==> src/rtl/cmd_frame_pkg.sv <==
// Shared definitions for the command frame parser.
//   state_t           : parser state encoding
//   FRAME_LEN         : bytes per frame (sync, addr, data_hi, data_lo, checksum)
//   SYNC_BYTE_DEFAULT : default frame start marker
//   checksum8()       : 8-bit wrapping sum of the three payload bytes
package cmd_frame_pkg;

    typedef enum logic [2:0] {
        HUNT = 3'd0,
        ADDR = 3'd1,
        DHI  = 3'd2,
        DLO  = 3'd3,
        CHK  = 3'd4,
        OUT  = 3'd5
    } state_t;

    localparam int unsigned FRAME_LEN         = 32'd5;
    localparam logic [7:0]  SYNC_BYTE_DEFAULT = 8'hAA;

    // Carries out of bit 7 are dropped on purpose: the checksum wraps mod 256.
    function automatic logic [7:0] checksum8(input logic [7:0] a,
                                             input logic [7:0] b,
                                             input logic [7:0] c);
        logic [9:0] sum_s;
        sum_s = {2'b00, a} + {2'b00, b} + {2'b00, c};
        return sum_s[7:0];
    endfunction

endpackage

==> src/rtl/cmd_timeout_cnt.sv <==
// Inter-byte idle counter for the frame parser.
//   clk, reset : clock and synchronous active-high reset
//   clear      : return the count to zero (wins over enable)
//   enable     : advance the count by one
//   terminal   : count has reached TIMEOUT_CYCLES-1
module cmd_timeout_cnt #(
    parameter int unsigned TIMEOUT_CYCLES = 32'd1024,
    parameter int unsigned TO_W           = $clog2(TIMEOUT_CYCLES)
) (
    input  logic clk,
    input  logic reset,
    input  logic clear,
    input  logic enable,
    output logic terminal
);

    localparam logic [TO_W-1:0] TC_VAL = TO_W'(TIMEOUT_CYCLES - 32'd1);

    logic [TO_W-1:0] cnt_r;

    // Idle counter; the owner clears it at terminal count so it never wraps.
    always_ff @(posedge clk) begin
        if (reset) begin
            cnt_r <= TO_W'(0);
        end else if (clear) begin
            cnt_r <= TO_W'(0);
        end else if (enable) begin
            cnt_r <= cnt_r + TO_W'(1);
        end else begin
            cnt_r <= cnt_r;
        end
    end

    assign terminal = (cnt_r == TC_VAL);

endmodule

==> src/rtl/cmd_frame_parser.sv <==
// Assembles 5-byte command frames (sync, addr, data_hi, data_lo, checksum)
// from a non-FWFT FIFO read port and presents them over valid/ready.
//   clk, reset   : FIFO read clock, synchronous active-high reset
//   fifo_empty   : FIFO empty flag
//   fifo_q       : FIFO read data, valid the cycle after fifo_re
//   fifo_re      : FIFO read enable
//   cmd_valid    : command available (held until cmd_ready)
//   cmd_ready    : consumer accepts the command
//   cmd_addr     : command address
//   cmd_data     : command data {data_hi, data_lo}
//   err_checksum : one-cycle pulse, frame dropped on bad checksum
//   err_timeout  : one-cycle pulse, frame aborted on inter-byte timeout
module cmd_frame_parser
    import cmd_frame_pkg::*;
#(
    parameter logic [7:0]  SYNC_BYTE      = SYNC_BYTE_DEFAULT,
    parameter int unsigned TIMEOUT_CYCLES = 32'd1024,
    parameter int unsigned TO_W           = $clog2(TIMEOUT_CYCLES)
) (
    input  logic        clk,
    input  logic        reset,
    input  logic        fifo_empty,
    input  logic [7:0]  fifo_q,
    output logic        fifo_re,
    output logic        cmd_valid,
    input  logic        cmd_ready,
    output logic [7:0]  cmd_addr,
    output logic [15:0] cmd_data,
    output logic        err_checksum,
    output logic        err_timeout
);

    state_t     state_r;
    state_t     state_nxt_s;
    logic       rd_pend_r;
    logic       fifo_re_s;
    logic       byte_evt_s;
    logic       active_s;
    logic       tc_s;
    logic       timeout_s;
    logic       to_clear_s;
    logic [7:0] addr_r;
    logic [7:0] dhi_r;
    logic [7:0] dlo_r;
    logic       cap_addr_s;
    logic       cap_dhi_s;
    logic       cap_dlo_s;
    logic       err_cks_nxt_s;
    logic       err_to_nxt_s;
    logic       cmd_valid_r;
    logic       err_checksum_r;
    logic       err_timeout_r;

    // A read is issued only when a byte can be absorbed: never in OUT, and in
    // CHK not while the checksum byte is still in flight, so no byte can land
    // while the command is being held. Reset gates it so all outputs read 0.
    assign fifo_re_s = !reset && !fifo_empty && (state_r != OUT) &&
                       !((state_r == CHK) && rd_pend_r);

    assign byte_evt_s = rd_pend_r;
    assign active_s   = (state_r == ADDR) || (state_r == DHI) ||
                        (state_r == DLO)  || (state_r == CHK);
    // A byte arriving on the terminal cycle takes priority over the timeout.
    assign timeout_s  = active_s && tc_s && !byte_evt_s;
    // Entry to ADDR always comes from a byte event in HUNT, so it is covered here.
    assign to_clear_s = byte_evt_s || !active_s || timeout_s;

    cmd_timeout_cnt #(
        .TIMEOUT_CYCLES (TIMEOUT_CYCLES),
        .TO_W           (TO_W)
    ) u_timeout (
        .clk      (clk),
        .reset    (reset),
        .clear    (to_clear_s),
        .enable   (active_s),
        .terminal (tc_s)
    );

    // State register.
    always_ff @(posedge clk) begin
        if (reset) begin
            state_r <= HUNT;
        end else begin
            state_r <= state_nxt_s;
        end
    end

    // Next-state, capture strobes and error pulse requests.
    always_comb begin
        state_nxt_s   = state_r;
        cap_addr_s    = 1'b0;
        cap_dhi_s     = 1'b0;
        cap_dlo_s     = 1'b0;
        err_cks_nxt_s = 1'b0;
        err_to_nxt_s  = 1'b0;
        case (state_r)
            HUNT: begin
                if (byte_evt_s && (fifo_q == SYNC_BYTE)) begin
                    state_nxt_s = ADDR;
                end else begin
                    state_nxt_s = HUNT;
                end
            end
            ADDR: begin
                if (byte_evt_s) begin
                    cap_addr_s  = 1'b1;
                    state_nxt_s = DHI;
                end else if (timeout_s) begin
                    err_to_nxt_s = 1'b1;
                    state_nxt_s  = HUNT;
                end else begin
                    state_nxt_s = ADDR;
                end
            end
            DHI: begin
                if (byte_evt_s) begin
                    cap_dhi_s   = 1'b1;
                    state_nxt_s = DLO;
                end else if (timeout_s) begin
                    err_to_nxt_s = 1'b1;
                    state_nxt_s  = HUNT;
                end else begin
                    state_nxt_s = DHI;
                end
            end
            DLO: begin
                if (byte_evt_s) begin
                    cap_dlo_s   = 1'b1;
                    state_nxt_s = CHK;
                end else if (timeout_s) begin
                    err_to_nxt_s = 1'b1;
                    state_nxt_s  = HUNT;
                end else begin
                    state_nxt_s = DLO;
                end
            end
            CHK: begin
                if (byte_evt_s) begin
                    if (fifo_q == checksum8(addr_r, dhi_r, dlo_r)) begin
                        state_nxt_s = OUT;
                    end else begin
                        err_cks_nxt_s = 1'b1;
                        state_nxt_s   = HUNT;
                    end
                end else if (timeout_s) begin
                    err_to_nxt_s = 1'b1;
                    state_nxt_s  = HUNT;
                end else begin
                    state_nxt_s = CHK;
                end
            end
            OUT: begin
                if (cmd_ready) begin
                    state_nxt_s = HUNT;
                end else begin
                    state_nxt_s = OUT;
                end
            end
            default: begin
                state_nxt_s = HUNT;
            end
        endcase
    end

    // Read-pending flag, payload capture and registered outputs. The payload
    // registers only change in ADDR/DHI/DLO, so they are stable throughout OUT.
    always_ff @(posedge clk) begin
        if (reset) begin
            rd_pend_r      <= 1'b0;
            addr_r         <= 8'h00;
            dhi_r          <= 8'h00;
            dlo_r          <= 8'h00;
            cmd_valid_r    <= 1'b0;
            err_checksum_r <= 1'b0;
            err_timeout_r  <= 1'b0;
        end else begin
            rd_pend_r      <= fifo_re_s;
            addr_r         <= cap_addr_s ? fifo_q : addr_r;
            dhi_r          <= cap_dhi_s  ? fifo_q : dhi_r;
            dlo_r          <= cap_dlo_s  ? fifo_q : dlo_r;
            cmd_valid_r    <= (state_nxt_s == OUT);
            err_checksum_r <= err_cks_nxt_s;
            err_timeout_r  <= err_to_nxt_s;
        end
    end

    assign fifo_re      = fifo_re_s;
    assign cmd_valid    = cmd_valid_r;
    assign cmd_addr     = addr_r;
    assign cmd_data     = {dhi_r, dlo_r};
    assign err_checksum = err_checksum_r;
    assign err_timeout  = err_timeout_r;

endmodule

==> config.mk <==
export PLATFORM = sky130hd
export DESIGN_NAME = cmd_frame_parser
export DESIGN_NICKNAME = d
export VERILOG_FILES = /design/src/rtl/cmd_frame_pkg.sv /design/src/rtl/cmd_timeout_cnt.sv /design/src/rtl/cmd_frame_parser.sv
export SDC_FILE = /design/constraint.sdc
export NUM_CORES = 1
export LEC_CHECK = 0
export CELL_PAD_IN_SITES_DETAIL_PLACEMENT = 0
export CELL_PAD_IN_SITES_GLOBAL_PLACEMENT = 1
export CORE_UTILIZATION = 39
export DETAILED_ROUTE_END_ITERATION = 7
export PLACE_DENSITY_LB_ADDON = 0.1
export REMOVE_ABC_BUFFERS = 1
export SYNTH_ARGS = -nofsm -noshare
export SYNTH_HDL_FRONTEND = slang
export SYNTH_SLANG_ARGS = --single-unit
==> constraint.sdc <==
create_clock -name clk -period 3.15 [get_ports clk]
set_clock_uncertainty 0.15 [all_clocks]
set_input_delay 0.4725 -clock clk [delete_from_list [all_inputs] [get_ports clk]]
set_output_delay 0.4725 -clock clk [all_outputs]
set_load 0.02 [all_outputs]
==> impl_metrics.json, run 1 <==
{
  "ctsHoldBuffers": 0,
  "crit_top_cell": "fa_1",
  "nets": 311,
  "drc": 0,
  "cts_tree": "done",
  "yosys_warnings": 0,
  "cts_buffers": 5,
  "cp_top_family": "adder cells",
  "critical_path_arrival_ns": 2.97,
  "rsz0062_at_grt": "no",
  "place.gp.congestion": 0.766,
  "grt_use_met2_pct": 26.9,
  "port_buffers": 39,
  "grt_pass1_vias": 1573,
  "hold_end": "u_timeout.cnt_r[0]$_SDFFE_PP0N_",
  "grt.busiest_layer": "met2",
  "r2r_start": "cmd_addr[1]$_SDFFE_PP0P_",
  "syn_to_final_growth_pct": 24.9,
  "path_clk_slew_ns": 0.07,
  "crit_fanout": 3,
  "critPathRequiredTime_ns": 3.24,
  "cpMaxStageDelayCell": "or4_4",
  "period_needed_ns": 2.88,
  "dieArea_um2": 5760,
  "utilization_pct": 51.4,
  "hp-class": "reg -> reg",
  "cts_resized": 0,
  "final_layout_size_suffix_gt1_share_pct": 5.28,
  "clock_path_buffers": 2,
  "h-tree-depth": 2,
  "r2r-end": "state_r[0]$_SDFF_PP0_",
  "ir_worst_vdd_mv": 0.189,
  "min_from": "u_timeout.cnt_r[0]$_SDFFE_PP0N_",
  "synth_area_leader_cell": "dfxtp_1",
  "cp-end-kind": "register",
  "tightest_slew_ns": 0.614,
  "syn_area_per_cell_um2": 8.66,
  "holdPathStages": 1,
  "core_area_um2": 5170,
  "synthCells": 246,
  "synth-seq-cells": 41,
  "finalHoldViolations": 0,
  "synthArstFlopShare_pct": 0,
  "netlist_area_um2": 2130,
  "cts_sinks": 41,
  "grt_max_degree": 31,
  "clock_latency_ns": 0.29,
  "overflow": 0,
  "finalCritPeriodShare_pct": 91.5,
  "critPathMaxStageDelay_ns": 0.56,
  "clock.fmax_mhz": 347,
  "status": "finished, final reports clean",
  "synth-seq-area-share_pct": 38.5,
  "r2r_cells": 8,
  "yosysTopAreaCellShare_pct": 38.5,
  "fin_area_um2": 2660,
  "synthFlopType": "dfxtp_1",
  "num_vias": 1736,
  "antenna_found_initial": 0,
  "path_buf_inv": 0,
  "maxCapViolCount": 0,
  "die_x_um": 75.9,
  "n_antenna_cell": 0,
  "synth-edff-count": 0,
  "detail-route-antenna-nets": 0,
  "drtIter0Drc": 70,
  "synth.area.top_cells": "dfxtp_1 (39%), nand2_1 (9.3%), fa_1 (7.5%)",
  "post_cts_buffers": 0,
  "drt-wirelength-per-cell_um": 13.6,
  "finalSetupViolations": 0,
  "reg2reg_slack_ns": 0.27,
  "worst_setup_path_start_kind": "register",
  "finalWirelength_um": 4830,
  "grt_pass1_wl_um": 7740,
  "initial_core_util_pct": 41.2,
  "fin_setup_tns_ns": 0,
  "drt-pass1-iter-count": 4,
  "netlist-cell-type-count": 43,
  "power_uw": 918,
  "total_leakage_power_uw": 0.000913,
  "dp_hpwl_um": 3430,
  "slew_headroom_pct": 58.8,
  "final_max_slew_viol_count": 0,
  "p_per_area_nw_per_um2": 345,
  "instances_no_fill": 354,
  "vias_per_cell": 4.90,
  "track_usage_pct": 18.6,
  "rows": 26,
  "gr-usage-met3_pct": 5.29,
  "die_y_um": 75.9,
  "dp.cells": 347,
  "cts_root_buf": "clkbuf_8",
  "crit_chain": "fa_1 -> ha_1 -> fa_1 -> xnor2_1 -> nand3_1 -> or4_4 -> nor4_4 -> o21a_1",
  "path_class": "reg -> reg",
  "ios": 40,
  "use_met1_pct": 26.2,
  "dpl_cell_area_um2": 2570
}
-- power by group --
group,total [uW],switching (uW),internal (uW)
combinational,48.1,25.2,22.9
clock,350,176,174
sequential,520,1.19,518
total,918,203,715
-- cell type report --
type	instances	area, um^2
Multi-Input combinational cell	187	1230
Timing Repair Buffer	41	405
Tap cell	70	87.6
Sequential cell	41	821
Fill cell	488	2510
Clock buffer	7	86.3
Inverter	8	30.0
-- worst reg2reg max path, delay by kind of cell (launching register included) --
family                   cells  cell delay (ns)
adder cells (fa/ha/maj)      3             1.22
flip-flops                   1             0.34
AND/OR/NAND/NOR              3             0.84
XOR/XNOR                     1             0.11
AO/OA/AOI/OAI                1             0.16
-- kinds of logic after synthesis --
kind of cell	after synthesis	synth area share, %
adder cells (fa/ha/maj)	15	11.6
AO/OA/AOI/OAI	45	12.3
XOR/XNOR	22	9.05
flip-flops	41	38.5
AND/OR/NAND/NOR	105	24.7
buffers and inverters	18	3.76
-- synth_stat cells, types with 2 or more instances --
cell / count
clkbuf_1: 7
nand2_1: 53
nor3_1: 7
xnor2_1: 18
ha_1: 7
nor2_1: 17
nor4_1: 2
inv_1: 7
o21ai_0: 4
nor3b_1: 2
a21oi_1: 30
nand4_1: 2
nor4bb_1: 2
dfxtp_1: 41
fa_1: 8
or3_1: 4
xor2_1: 4
nand3_1: 5
o21a_1: 2
-- sequential cells by signal, indices dropped and copies added (netlist names) --
signal and count:
err_checksum 1, dhi_r 8, cmd_valid 1, dlo_r 8, err_timeout 1, cmd_addr 8
byte_evt_s 1, state_r 3, u_timeout.cnt_r 10
-- layer usage --
metal	vias up	wire (um)	share of wire (%)
met5	-	0	0
met4	0	53	1.1
met3	4	177	3.7
met2	29	1980	41
met1	800	2610	54
li1	903	-	-
-- worst max-delay path by stage --
stage	from	to	slack, ns	cells past startpoint
5_1_grt	cmd_addr[0]$_SDFFE_PP0P_	state_r[0]$_SDFF_PP0_	0.06	10
4_1_cts	dlo_r[1]$_SDFFE_PP0P_	state_r[0]$_SDFF_PP0_	0.25	8
6_report	cmd_addr[1]$_SDFFE_PP0P_	state_r[0]$_SDFF_PP0_	0.27	8
2_1_floorplan	dlo_r[1]$_SDFFE_PP0P_	state_r[0]$_SDFF_PP0_	0.26	8
3_5_place_dp	dlo_r[1]$_SDFFE_PP0P_	state_r[0]$_SDFF_PP0_	0.27	8
3_3_place_gp	cmd_addr[1]$_SDFFE_PP0P_	state_r[0]$_SDFF_PP0_	0.29	8
-- layout by cell type (no fill, tap or decap), types with 4 or more instances in the layout --
cell type        instances
a21oi_1                 30
clkbuf_8                 6
clkdlybuf4s50_1         39
dfxtp_1                 41
fa_1                     8
ha_1                     7
inv_1                    7
nand2_1                 53
nand3_1                  5
nor2_1                  17
nor3_1                   7
o21ai_0                  4
or3_1                    4
xnor2_1                 18
xor2_1                   4
-- through the flow --
step           setup slack, ns  hold slack [ns]
2_1_floorplan            0.260            0.268
3_3_place_gp             0.286            0.288
3_5_place_dp             0.269            0.296
4_1_cts                  0.245            0.315
5_1_grt                 0.0580            0.340
6_report                 0.268            0.313
Note: power is estimated with default switching activity, not from simulation.
==> run 2: changes to the inputs <==
- CTS_CLUSTER_SIZE: unset -> 12
- MAX_ROUTING_LAYER: unset -> met4
==> impl_metrics.json, run 2 (synthesized netlist as in run 1, its figures left out) <==
{
  "status": "finished, final reports clean",
  "path_clk_slew_ns": 0.07,
  "initial_core_util_pct": 41.2,
  "cts_buffers": 5,
  "n_antenna_cell": 0,
  "post_cts_buffers": 0,
  "reg2reg_slack_ns": 0.27,
  "dp_hpwl_um": 3430,
  "vias_per_cell": 4.91,
  "period_needed_ns": 2.88,
  "track_usage_pct": 19.2,
  "grt_max_degree": 31,
  "finalWirelength_um": 4840,
  "final_layout_size_suffix_gt1_share_pct": 5.28,
  "final_max_slew_viol_count": 0,
  "critical_path_arrival_ns": 2.97,
  "clock_path_buffers": 2,
  "die_x_um": 75.9,
  "ir_worst_vdd_mv": 0.189,
  "crit_path_start": "cmd_addr[1]$_SDFFE_PP0P_",
  "fin_setup_tns_ns": 0,
  "grt_pass1_vias": 1572,
  "h-tree-depth": 2,
  "antenna_found_initial": 0,
  "ios": 40,
  "die_y_um": 75.9,
  "ctsHoldBuffers": 0,
  "p_per_area_nw_per_um2": 345,
  "num_vias": 1739,
  "hp-class": "reg -> reg",
  "drt-pass1-iter-count": 4,
  "drt-wirelength-per-cell_um": 13.7,
  "nets": 311,
  "dieArea_um2": 5760,
  "finalHoldViolations": 0,
  "worst_slack_ns": 0.267,
  "port_buffers": 39,
  "drc": 0,
  "dpl_cell_area_um2": 2570,
  "cp-endpoint": "state_r[0]$_SDFF_PP0_",
  "r2r_start": "cmd_addr[1]$_SDFFE_PP0P_",
  "tightest_slew_ns": 0.615,
  "cts_resized": 0,
  "clock.fmax_mhz": 347,
  "r2r-end": "state_r[0]$_SDFF_PP0_",
  "regMostFlops": "u_timeout.cnt_r",
  "cts_root_buf": "clkbuf_8",
  "rows": 26,
  "cp-end-kind": "register",
  "final_common_cell": "nand2_1",
  "r2r_cells": 8,
  "worst_setup_path_start_kind": "register",
  "crit_fanout": 3,
  "place.gp.congestion": 0.776,
  "fin_area_um2": 2660,
  "path_class": "reg -> reg",
  "slew_headroom_pct": 58.7,
  "overflow": 0,
  "syn_to_final_growth_pct": 24.9,
  "finalCritPeriodShare_pct": 91.5,
  "final_cell_mix": "nand2_1 (53), dfxtp_1 (41), clkdlybuf4s50_1 (39)",
  "critPathRequiredTime_ns": 3.24,
  "detail-route-antenna-nets": 0,
  "finalSetupViolations": 0,
  "min_from": "u_timeout.cnt_r[0]$_SDFFE_PP0N_",
  "rsz0062_at_grt": "no",
  "total_leakage_power_uw": 0.000913,
  "grt_pass1_wl_um": 7730,
  "drtIter0Drc": 68,
  "clock_latency_ns": 0.29,
  "cts_sinks": 41,
  "post-place-ws_ns": 0.269,
  "largest_register_ffs": 10,
  "cts_tree": "done",
  "maxCapViolCount": 0,
  "core_area_um2": 5170
}
run 2: cell counts in the layout (fill, tap and decap cells not counted):
Identical to the previous run, type by type.
run 2: metal layers:
layer	routed length (um)	track usage [%]
met2	1990	26.9
met5	0	-
met4	53	6.79
met3	178	5.03
met1	2610	26.4
run 2: power breakdown:
group	internal, uW	switching, uW
registers	518	1.18
logic	22.9	25.3
clock network	174	177
total	715	203
run 2: area by class of cell:
class	instances	area, um^2
clock buffers	7	86.3
multi-input cells	187	1230
flip-flops and latches	41	821
fillers	488	2510
well taps	70	87.6
inverters	8	30.0
repair buffers	41	405
run 2: how the worst min path moves through the flow:
stage | cells past startpoint | slack, ns | endpoint
2_1_floorplan | 1 | 0.27 | u_timeout.cnt_r[0]$_SDFFE_PP0N_
3_3_place_gp | 1 | 0.29 | u_timeout.cnt_r[0]$_SDFFE_PP0N_
3_5_place_dp | 1 | 0.30 | u_timeout.cnt_r[0]$_SDFFE_PP0N_
4_1_cts | 1 | 0.32 | u_timeout.cnt_r[0]$_SDFFE_PP0N_
5_1_grt | 1 | 0.34 | u_timeout.cnt_r[0]$_SDFFE_PP0N_
6_report | 1 | 0.31 | u_timeout.cnt_r[0]$_SDFFE_PP0N_
run 2: worst max-delay path: stages, from the launching register on:
cell and delay, ns:
dfxtp_1 0.34, fa_1 0.48, ha_1 0.24, fa_1 0.50, xnor2_1 0.11, nand3_1 0.09, or4_4 0.56, nor4_4 0.19
o21a_1 0.16
run 2: per-stage QoR:
stage | utilization, % | instances | power [uW] | hold WS, ns
after floorplan | - | 236 | 548 | 0.268
after global placement | 49.7 | 347 | 581 | 0.288
after detailed placement | 49.7 | 347 | 580 | 0.296
after CTS | 51.4 | 354 | 931 | 0.315
after global routing | 51.4 | 354 | 952 | 0.340
final | 51.4 | 354 | 918 | 0.315
